**src/rtl/lm_sm_sequencer.sv**
```systemverilog
// lm_sm_sequencer: memory-stage controller for Load-Multiple / Store-Multiple.
// Latches a base address and register list, then runs one memory transfer per
// cycle (lowest selected register first, consecutive addresses) while holding
// the upstream pipeline stalled. A downstream hold freezes progress in place.
//
// Handshake: start is a request taken only while idle (stall_req answers it in
// the same cycle); once busy, start is ignored until the sequencer has passed
// through DONE and is back in IDLE. There is no ready back-pressure on start.
module lm_sm_sequencer #(
  parameter int ADDR_W = 16,
  parameter int LIST_W = 8
) (
  input  logic              clk,
  input  logic              reset,
  input  logic              start,
  input  logic              op_store,
  input  logic [LIST_W-1:0] reg_list,
  input  logic [ADDR_W-1:0] base_addr,
  input  logic              hold,
  output logic              busy,
  output logic              stall_req,
  output logic [ADDR_W-1:0] mem_addr,
  output logic [2:0]        reg_idx,
  output logic              mem_we,
  output logic              rf_we,
  output logic              done,
  output logic [1:0]        dbg_state
);

  typedef enum logic [1:0] {
    ST_IDLE = 2'd0,
    ST_XFER = 2'd1,
    ST_DONE = 2'd2
  } state_t;

  state_t              state_q, state_d;
  logic [ADDR_W-1:0]   addr_q, addr_d;
  logic [LIST_W-1:0]   mask_q, mask_d;
  logic                op_q, op_d;

  logic [2:0]          low_idx;
  logic [LIST_W-1:0]   mask_cleared;
  logic                in_idle;
  logic                in_xfer;
  logic                xfer_go;

  // Lowest set bit of the pending mask selects the register for this transfer.
  always_comb begin
    low_idx = 3'd0;
    for (int i = LIST_W - 1; i >= 0; i--) begin
      if (mask_q[i]) begin
        low_idx = 3'(i);
      end
    end
  end

  // Next-state and datapath update; clearing the lowest set bit via m & (m-1).
  always_comb begin
    state_d      = state_q;
    addr_d       = addr_q;
    mask_d       = mask_q;
    op_d         = op_q;
    mask_cleared = mask_q & (mask_q - LIST_W'(1));
    case (state_q)
      ST_IDLE: begin
        if (start) begin
          addr_d  = base_addr;
          mask_d  = reg_list;
          op_d    = op_store;
          state_d = (reg_list == '0) ? ST_DONE : ST_XFER;
        end
      end
      ST_XFER: begin
        if (!hold) begin
          mask_d = mask_cleared;
          addr_d = addr_q + ADDR_W'(1);
          if (mask_cleared == '0) begin
            state_d = ST_DONE;
          end
        end
      end
      ST_DONE: begin
        state_d = ST_IDLE;
      end
      default: begin
        state_d = ST_IDLE;
      end
    endcase
  end

  // State registers; synchronous reset aborts any sequence in progress.
  always_ff @(posedge clk) begin
    if (reset) begin
      state_q <= ST_IDLE;
      addr_q  <= '0;
      mask_q  <= '0;
      op_q    <= 1'b0;
    end else begin
      state_q <= state_d;
      addr_q  <= addr_d;
      mask_q  <= mask_d;
      op_q    <= op_d;
    end
  end

  // Output decode; strobes and done are masked in a reset cycle so an abort
  // never produces a partial transfer or a completion pulse.
  always_comb begin
    in_idle   = (state_q == ST_IDLE);
    in_xfer   = (state_q == ST_XFER);
    xfer_go   = in_xfer & ~hold & ~reset;
    busy      = ~in_idle;
    stall_req = ~in_idle | start;
    mem_we    = xfer_go & op_q;
    rf_we     = xfer_go & ~op_q;
    done      = (state_q == ST_DONE) & ~reset;
    mem_addr  = addr_q;
    reg_idx   = in_xfer ? low_idx : 3'd0;
    dbg_state = state_q;
  end

endmodule

```
**config.mk**
```make
export PLATFORM = sky130hd
export DESIGN_NAME = lm_sm_sequencer
export DESIGN_NICKNAME = d
export VERILOG_FILES = /design/src/rtl/lm_sm_sequencer.sv
export SDC_FILE = /design/constraint.sdc
export NUM_CORES = 1
export LEC_CHECK = 0
export ABC_AREA = 1
export CORE_MARGIN = 3
export CORE_UTILIZATION = 42
export DETAILED_ROUTE_END_ITERATION = 16
export PLACE_DENSITY = 0.73
export RECOVER_POWER = 50
export SYNTH_ARGS = -nofsm -noshare
export SYNTH_HDL_FRONTEND = slang
export SYNTH_SLANG_ARGS = --single-unit
```
**constraint.sdc**
```tcl
create_clock -name clk -period 2.1 [get_ports clk]
set_clock_uncertainty 0.15 [all_clocks]
set_input_delay 0.525 -clock clk [delete_from_list [all_inputs] [get_ports clk]]
set_output_delay 0.525 -clock clk [all_outputs]
set_load 0.02 [all_outputs]
```
* After elaboration in Yosys (flattened, before gate mapping) *
Index checks and enable logic that the tools add are counted.

word-level totals
  register bits = 27
  input bits = 29
  output and inout bits = 26
  logic and storage cells = 49

operators by class
  add/subtract/negate cells = 2
  equal/unequal tests = 5
  multiplexer cells = 20
  bitwise gates (word level) = 11
  reduce and logical (&&, ||, !) cells = 7

operators with widths
  operator               count
  $mux 16                2
  $pmux 16 s2            1
  $mux 3                 9
  $add 16x1->16 const B  1
  $logic_not 8->1        2
  $mux 8                 2
  $pmux 8 s2             1
  $and 8x8->8            1
  $mux 2                 4
  $sub 8x1->8 const B    1
  $reduce_and 3->1       2
  $and 1x1->1            5
  $ne 2x2->1 const B     2
  $not 1->1              4
  $pmux 2 s2             1
  $eq 2x1->1 const B     1
  $eq 2x2->1 const B     1
  $logic_not 2->1        1
  $ne 2x1->1 const B     1
  $reduce_and 2->1       1
  $reduce_bool 2->1      1
  $or 1x1->1             1

* Depth between registers and ports, before layout *
Gate-level depths: netlist of run 1.

  depth in word-level cells = 9
  gate-level depth with buffers = 9
  mapped depth without buffers = 8

* Least setup slack after synthesis of run 1 *
OpenSTA, ideal clock, no wires.

  path type = reg-to-output
  from = register state_q[0], in the netlist dbg_state[0]
  to = output reg_idx[2]
  data arrival time = 1.506 ns
  required time = 1.425 ns
  setup slack = -0.081 ns
  stages on the path, launching flop included = 6
  path buffers = 1
  cell sequence = dfxtp_1 inv_2 nor2_4 inv_2 buf_2 a211oi_1

on the way
  cells in the longest elaborated chain, start to end = 2

RTL lines
  what                      line  text
  start: declaration        36    state_t state_q, state_d;
  start signal: assignment  99    state_q <= state_d;
  $eq 2x1->1                110   in_xfer = (state_q == ST_XFER);
  $mux 3                    118   reg_idx = in_xfer ? low_idx : 3'd0;
  end: declaration          23    output logic [2:0] reg_idx,

Every way passes these cells.

* Worst setup path in the final report of run 1 *
  from = input hold
  to = output mem_we

on the way
  cells in the longest elaborated chain, start to end = 4

RTL lines
  what                       line  text
  start: declaration         19    input logic hold,
  $not 1->1                  111   xfer_go = in_xfer & ~hold & ~reset;
  $and 1x1->1 (2 in series)  111
  $and 1x1->1                114   mem_we = xfer_go & op_q;
  end: declaration           24    output logic mem_we,

Every way passes these cells.

==> results.json, run 1 <==
{
  "dr_wl_met2_mm": 2.205,
  "numCtsBuffers": 3,
  "outcome": "finished clean",
  "hold_end": "mask_q[2]$_SDFFE_PP0P_",
  "clk_latency_ns": 0.28,
  "antenna_cells": 0,
  "drtIter0Drc": 113,
  "min_period_ns": 2.083,
  "crit_cells": 5,
  "crit_type": "primary input to output pin",
  "synthesis.nets": 316,
  "startpoint_type": "primary input",
  "synth.avg_cell_area_um2": 6.260,
  "synthArstFlopShare": 0,
  "tightest_slew_ns": 0.5188,
  "yosysUniqueCellTypes": 30,
  "area_delta_synth_final_pct": 41.72,
  "yosysSeqAreaShare": 0.3019,
  "end_kind": "output pin",
  "clkTransAtPathRegs_ns": 0.10,
  "dr.pass1.iters": 4,
  "die_area_um2": 5082,
  "cts-root-buf": "clkbuf_8",
  "power_leakage_nw": 1.068,
  "relSlewSlack": 0.6537,
  "setup_viol": 0,
  "crit_family": "buffers and inverters",
  "slew_violations": 0,
  "drive_above_1_share": 0.1620,
  "rr_endpoint": "mem_addr[10]$_SDFFE_PP0P_",
  "p_per_area_nw_per_um2": 663.2,
  "wl_met1_mm": 2.454,
  "n_fill_cell": 390,
  "num_vias": 2090,
  "critPathArrivalTime_ns": 1.41,
  "cts-htree-levels": 1,
  "max_freq_mhz": 480.2,
  "grt_pass1_wl_mm": 8.342,
  "synthTopCellsByArea": "dfxtp_1 30%, nand2_1 13%, a21oi_1 11%",
  "routed-wl-met3_um": 298,
  "ys_ff_latch": 27,
  "grt_max_degree": 28,
  "synth_top_flop_cell": "dfxtp_1",
  "min_from": "mask_q[2]$_SDFFE_PP0P_",
  "grt-ovfl-total": 0,
  "synth_area_leader_cell": "dfxtp_1",
  "cts_tree": "yes",
  "maxCapViolCount": 0,
  "hold_path_depth": 2,
  "synth_area_um2": 1790,
  "syn-instance-count": 286,
  "cts.sinks": 27,
  "synth-edff-count": 0,
  "r2r_cells": 8,
  "start_util": 0.4413,
  "path_max_fanout": 3,
  "max_stage_delay_ns": 0.42,
  "core_area_um2": 4058,
  "grt_use_total": 0.1995,
  "finish.utilization": 0.6253,
  "worstPathBufferInverterCount": 3,
  "detail-route-antenna-nets": 0,
  "die_w_um": 71.29,
  "grt_pass1_vias": 1851,
  "crit_required_ns": 1.42,
  "yosysMostFrequentCell": "nand2_1",
  "power_w": 0.001683,
  "path_cells": "clkdlybuf4s50_1 -> inv_2 -> nand2_2 -> nor3b_2 -> buf_4",
  "hold_viol_final": 0,
  "vias_per_cell": 5.123,
  "cts_buffer_depth": 2,
  "antenna_found_initial": 0,
  "drt_wl_total_mm": 5.012,
  "io_pins": 55,
  "r2r_start": "mem_addr[0]$_SDFFE_PP0P_",
  "nets": 389,
  "port_buffers": 54,
  "rows": 23,
  "peakVddDrop_mv": 0.2917,
  "place_hpwl_mm": 3.696,
  "fin_crit_sh": 0.9917,
  "wire_per_inst_um": 12.28,
  "setup-tns-final_ns": 0,
  "top_layer": "met4",
  "rsz0062_at_grt": "true",
  "synth_commonest_cells": "62 x nand2_1, 45 x nor2_1, 39 x a21oi_1",
  "yosysWarnings": 0,
  "hold_path.class": "flip-flop to flip-flop",
  "rrSetupSlack_ns": 0.35,
  "synth_top_area_share": 0.3019,
  "die_h_um": 71.29,
  "slowest_stage": "clkdlybuf4s50_1",
  "route.detailed.drc": 0,
  "gp_congestion": 0.9173
}
## through the flow
step	hold WS (ns)	worst slack (ns)	instance area (um^2)	cells
3_5_place_dp	0.3265	-0.4649	2491	402
6_report	0.3403	0.01747	2537	408
3_3_place_gp	0.3243	-0.4422	2491	402
5_1_grt	0.3681	-0.04945	2537	408
2_1_floorplan	0.3070	0.01745	1800	286
4_1_cts	0.3423	-0.007970	2532	408
## area by class of cell
class	count	area, um^2	area share
multi-input combinational	221	1081	0.4260
timing repair buffer	79	704.4	0.2776
sequential	27	540.5	0.2130
inverter	27	103.9	0.04093
tap	50	62.56	0.02465
clock buffer	4	45.04	0.01775
## placed cells by master, fill, tap and decap left out, drive strengths merged, types with 2 or more instances in the layout
cell           netlist  routed
a21oi               40      40
nand2               65      65
nand3               16      16
clkdlybuf4s50        0      43
inv                 27      27
clkbuf               2       5
o21ai               30      30
a211oi               4       4
nor2                51      51
xnor2                2       2
a31oi                3       3
nor3                 3       3
dfxtp               27      27
dlymetal6s2s         0       3
nand4                4       4
buf                  9      31
## report_power, final
part | switching, W | internal [W] | leakage, nW | total, W
combinational | 0.000389 | 0.000323 | 0.822 | 0.000711
clock | 0.000176 | 0.000136 | 0.0228 | 0.000312
sequential | 0.0000794 | 0.000579 | 0.223 | 0.000659
total | 0.000644 | 0.00104 | 1.07 | 0.00168
## routing by layer
layer / track usage / up-vias
met5: 0 / -
met3: 0.02945 / 5
met1: 0.2879 / 939
met2: 0.3122 / 62
li1: - / 1084
met4: 0.05010 / 0
## kinds of logic (layout without fill, tap and decap cells)
kind of cell	after synthesis	in the layout	share of synthesized area
AND/OR/NAND/NOR	140	140	0.3354
buffers and inverters	38	110	0.1055
AO/OA/AOI/OAI	77	77	0.2355
flip-flops	27	27	0.3019
XOR/XNOR	3	3	0.01468
adder cells (fa/ha/maj)	1	1	0.006987
## worst max-delay path by stage
stage	slack, ns	endpoint	startpoint
floorplan	0.02	reg_idx[1]	dbg_state[0]$_SDFFE_PP0P_
global placement	-0.44	mem_we	reset
detailed placement	-0.46	mem_we	hold
CTS	-0.008	mem_we	hold
global route	-0.05	mem_we	hold
finish	0.02	mem_we	hold
## flip-flops by register name, summed over array words and instances, names as in the netlist
signal / count
dbg_state: 2
mask_q: 8
mem_addr: 16
op_q: 1
## worst reg2reg max path, delay by kind of cell, from the launching register on
kind	cells	cell delay [ns]
simple gates	4	0.56
compound gates	3	0.23
flops	1	0.46
fa+ha+maj	1	0.25
## what timing repair did
item	4_1_cts	5_1_grt
gates resized for setup	29	11
setup endpoints to repair	8	8
buffers inserted	2	0
cloned	0	0
hold buffers	0	0
No activity file was read; power rests on OpenSTA's default activity.
==> inputs of run 2 (changes only) <==
--- a/config.mk
+++ b/config.mk
@@ -6,11 +6,13 @@
 export NUM_CORES = 1
 export LEC_CHECK = 0
 export ABC_AREA = 1
+export CELL_PAD_IN_SITES_DETAIL_PLACEMENT = 0
+export CELL_PAD_IN_SITES_GLOBAL_PLACEMENT = 1
 export CORE_MARGIN = 3
-export CORE_UTILIZATION = 42
+export CORE_UTILIZATION = 32
 export DETAILED_ROUTE_END_ITERATION = 16
-export PLACE_DENSITY = 0.73
-export RECOVER_POWER = 50
+export PLACE_DENSITY_LB_ADDON = 0.1
+export RECOVER_POWER = 25
 export SYNTH_ARGS = -nofsm -noshare
 export SYNTH_HDL_FRONTEND = slang
 export SYNTH_SLANG_ARGS = --single-unit
==> results.json, run 2 (synthesis gave the netlist of run 1 again) <==
{
  "place_hpwl_mm": 4.204,
  "max_freq_mhz": 483.6,
  "cts.sinks": 27,
  "crit_family": "buffers and inverters",
  "peakVddDrop_mv": 0.4313,
  "core_area_um2": 5270,
  "port_buffers": 54,
  "worstPathBufferInverterCount": 3,
  "die_area_um2": 6529,
  "crit_type": "primary input to output pin",
  "critPathArrivalTime_ns": 1.39,
  "antenna_cells": 0,
  "rows": 26,
  "relSlewSlack": 0.7980,
  "drtIter0Drc": 144,
  "power_w": 0.001695,
  "grt_use_total": 0.1778,
  "worst_slack_ns": 0.03198,
  "max_stage_delay_ns": 0.40,
  "numCtsBuffers": 3,
  "antenna_found_initial": 0,
  "final_common_cell": "nand2_1",
  "die_h_um": 80.80,
  "path_cells": "clkdlybuf4s50_1 -> inv_1 -> nand2_2 -> nor3b_2 -> buf_4",
  "start_util": 0.3397,
  "dr.pass1.iters": 4,
  "grt_max_degree": 28,
  "slowest_stage": "clkdlybuf4s50_1",
  "clkTransAtPathRegs_ns": 0.11,
  "route.detailed.drc": 0,
  "vias_per_cell": 4.820,
  "die_w_um": 80.80,
  "clk_latency_ns": 0.28,
  "area_delta_synth_final_pct": 43.68,
  "slew_violations": 0,
  "largest_reg_flops": 16,
  "grt-ovfl-total": 0,
  "detail-route-antenna-nets": 0,
  "fin_crit_sh": 0.9848,
  "tightest_slew_ns": 0.3019,
  "setup_viol": 0,
  "num_vias": 2058,
  "hold_buffers": 0,
  "hold_path.class": "flip-flop to flip-flop",
  "outcome": "finished clean",
  "setup-tns-final_ns": 0,
  "end_kind": "output pin",
  "holdWs_ns": 0.3566,
  "p_per_area_nw_per_um2": 659.0,
  "cts-htree-levels": 1,
  "startpoint_type": "primary input",
  "rsz0062_at_grt": "true",
  "cts-root-buf": "clkbuf_8",
  "maxCapViolCount": 0,
  "gp_congestion": 0.8251,
  "drt_wl_total_mm": 5.601,
  "hold_viol_final": 0,
  "nets": 388,
  "final_cells": 427,
  "dp.cells": 422,
  "grt_pass1_wl_mm": 9.052,
  "grt_pass1_vias": 1872,
  "io_pins": 55,
  "min_period_ns": 2.068,
  "cts_tree": "yes",
  "path_max_fanout": 3,
  "drive_above_1_share": 0.1625,
  "pre_cts_ws_ns": -0.4736,
  "layout_common_cells": "62 x nand2_1, 45 x nor2_1, 42 x clkdlybuf4s50_1",
  "power_leakage_nw": 1.075,
  "crit_required_ns": 1.42,
  "cts_buffer_depth": 2,
  "wire_per_inst_um": 13.12
}
run 2: changes by cell type in the layout (fill, tap and decap cells not counted):
cell             change
dfxtp_1              -1
inv_1                +1
buf_12               +1
buf_2                -1
inv_2                -1
clkbuf_2             +1
clkdlybuf4s15_2      +1
clkbuf_1             -1
buf_4                -3
dfxtp_2              +1
clkinv_2             +1
clkdlybuf4s50_1      -1
dlygate4sd2_1        +1
run 2: layout make-up:
cell class	instances	area, um^2
Clock inverter	1	5.005
Clock buffer	3	41.29
Timing Repair Buffer	78	711.9
Sequential cell	27	541.8
Tap cell	70	87.58
Fill cell	591	2698
Multi-Input combinational cell	221	1081
Inverter	27	103.9
run 2: final timing paths:
check / startpoint / endpoint / slack [ns] / cells after the start
setup / recovery: hold / mem_we / 0.03 / 5
hold / removal: mask_q[2]$_SDFFE_PP0P_ / mask_q[2]$_SDFFE_PP0P_ / 0.36 / 2
setup reg to reg: mem_addr[0]$_SDFFE_PP0P_ / mem_addr[10]$_SDFFE_PP0P_ / 0.40 / 8
hold reg to reg: mask_q[2]$_SDFFE_PP0P_ / mask_q[2]$_SDFFE_PP0P_ / 0.36 / 2
run 2: worst register-to-register path, cell delays in order, from the launching register on:
cell and delay, ns:
dfxtp_1 0.43, ha_1 0.24, nand2_1 0.08, nor2_2 0.20, nand2_1 0.12, nor2_1 0.13, a21oi_1 0.07, o21ai_0 0.08
a21oi_1 0.09
run 2: routing by layer:
metal,track usage,share of wire,vias to the layer above,routed length (um)
li1,-,-,1082,-
met1,0.2343,0.48,939,2688
met2,0.3103,0.48,33,2706
met3,0.02328,0.030,4,166
met4,0.03547,0.0071,0,40
met5,0,0,-,0
run 2: through the flow:
step / utilization / instance area (um^2)
6_report: 0.4881 / 2572
5_1_grt: 0.4881 / 2572
4_1_cts: 0.4879 / 2571
3_5_place_dp: 0.4798 / 2529
3_3_place_gp: 0.4798 / 2529
2_1_floorplan: - / 1800
run 2: where the power goes:
group / switching [W] / total (W) / internal [W] / leakage [nW]
Combinational: 0.000396 / 0.000718 / 0.000321 / 0.826
Sequential: 0.0000794 / 0.000659 / 0.000580 / 0.224
Clock: 0.000185 / 0.000319 / 0.000134 / 0.0255
Total: 0.000661 / 0.00170 / 0.00103 / 1.08
run 2: repair_timing:
action,4_1_cts,5_1_grt
setup buffers,0,1
pin swaps,0,1
resized for setup,28,10
endpoints found under the setup margin,8,9
endpoints found under the hold margin,0,0
==> inputs of run 3 (changes only) <==
--- a/config.mk
+++ b/config.mk
@@ -11,7 +11,7 @@
 export CORE_MARGIN = 3
 export CORE_UTILIZATION = 32
 export DETAILED_ROUTE_END_ITERATION = 16
-export PLACE_DENSITY_LB_ADDON = 0.1
+export PLACE_DENSITY = 0.88
 export RECOVER_POWER = 25
 export SYNTH_ARGS = -nofsm -noshare
 export SYNTH_HDL_FRONTEND = slang
==> results.json, run 3 (synthesis gave the netlist of run 1 again) <==
{
  "finish.utilization": 0.4846,
  "crit_family": "buffers and inverters",
  "end_kind": "output pin",
  "antenna_found_initial": 0,
  "relSlewSlack": 0.6539,
  "min_period_ns": 2.051,
  "layout_common_cells": "63 x nand2_1, 45 x nor2_1, 42 x clkdlybuf4s50_1",
  "port_buffers": 54,
  "holdWs_ns": 0.3506,
  "rsz0062_at_grt": "false",
  "final_cells": 430,
  "grt_pass1_wl_mm": 8.880,
  "fin_crit_sh": 0.9766,
  "max_freq_mhz": 487.6,
  "grt_use_total": 0.1709,
  "die_w_um": 80.80,
  "num_vias": 2068,
  "die_area_um2": 6529,
  "grt_max_degree": 28,
  "grt-ovfl-total": 0,
  "r2r_cells": 8,
  "cts-htree-levels": 1,
  "seq_area_um2": 543.0,
  "gp_congestion": 0.8515,
  "largest_reg_flops": 16,
  "cts_buffer_depth": 2,
  "multi_input_area_um2": 1074,
  "start_util": 0.3397,
  "power_leakage_nw": 1.039,
  "n_fill_cell": 595,
  "slew_violations": 0,
  "path_max_fanout": 6,
  "clk_latency_ns": 0.28,
  "p_per_area_nw_per_um2": 655.8,
  "cts_tree": "yes",
  "area_delta_synth_final_pct": 42.63,
  "dp.cells": 424,
  "tightest_slew_ns": 0.5186,
  "crit_type": "flip-flop to output pin",
  "wire_per_inst_um": 12.33,
  "setup_viol": 0,
  "rows": 26,
  "hold_path_depth": 2,
  "slowest_stage": "clkdlybuf4s50_1",
  "maxCapViolCount": 0,
  "cts.sinks": 27,
  "route.detailed.drc": 0,
  "max_stage_delay_ns": 0.65,
  "die_h_um": 80.80,
  "worst_slack_ns": 0.04905,
  "hold_path.class": "flip-flop to flip-flop",
  "crit_cells": 1,
  "crit_required_ns": 1.42,
  "critPathArrivalTime_ns": 1.38,
  "path_cells": "clkdlybuf4s50_1",
  "drtIter0Drc": 102,
  "outcome": "finished clean",
  "place_hpwl_mm": 4.062,
  "pre_cts_ws_ns": -0.4990,
  "drt_wl_total_mm": 5.301,
  "cts-root-buf": "clkbuf_8",
  "nets": 391,
  "dr.pass1.iters": 4,
  "antenna_cells": 0,
  "clkTransAtPathRegs_ns": 0.10,
  "setup-tns-final_ns": 0,
  "vias_per_cell": 4.809,
  "worstPathBufferInverterCount": 1,
  "core_area_um2": 5270,
  "hold_buffers": 0,
  "startpoint_type": "flip-flop",
  "detail-route-antenna-nets": 0,
  "grt_pass1_vias": 1972,
  "io_pins": 55,
  "final_common_cell": "nand2_1",
  "drive_above_1_share": 0.1639,
  "hold_viol_final": 0,
  "peakVddDrop_mv": 0.2718,
  "numCtsBuffers": 3
}
-- run 3: layer usage --
metal | track usage | part of all wire | wire, um | vias up
met1 | 0.2151 | 0.48 | 2521 | 921
met5 | 0 | 0 | 0 | -
met3 | 0.01663 | 0.040 | 211 | 5
met4 | 0.04054 | 0.010 | 54 | 0
met2 | 0.3120 | 0.47 | 2514 | 51
li1 | - | - | - | 1091
-- run 3: per-stage QoR --
stage	total power [W]	area [um^2]
3_3_place_gp	0.001395	2531
5_1_grt	0.001784	2554
2_1_floorplan	0.001085	1800
4_1_cts	0.001698	2580
6_report	0.001675	2554
3_5_place_dp	0.001400	2531
-- run 3: final cells by class --
type	instances	share of cell area
timing repair buffer	81	0.2754
sequential	27	0.2126
clock buffer	4	0.01764
tap	70	0.03430
inverter	27	0.03969
multi-input combinational	221	0.4204
-- run 3: final timing paths --
check                                               start                  endpoint  slack [ns]
worst max-delay path             mem_addr[2]$_SDFFE_PP0P_               mem_addr[2]        0.05
worst min-delay path               mask_q[2]$_SDFFE_PP0P_    mask_q[2]$_SDFFE_PP0P_        0.35
worst max register to register  dbg_state[1]$_SDFFE_PP0P_  mem_addr[2]$_SDFFE_PP0P_        0.33
worst min register to register     mask_q[2]$_SDFFE_PP0P_    mask_q[2]$_SDFFE_PP0P_        0.35
-- run 3: timing repair --
action,4_1_cts,5_1_grt
pin swaps,1,2
cloned,0,0
setup buffers,1,1
resized for setup,31,8
setup endpoints to repair,9,7
-- run 3: report_power, final --
part | total (W) | switching (W) | internal [W] | leakage [nW]
logic | 0.000715 | 0.000395 | 0.000320 | 0.792
registers | 0.000657 | 0.0000770 | 0.000580 | 0.224
clock network | 0.000303 | 0.000166 | 0.000136 | 0.0228
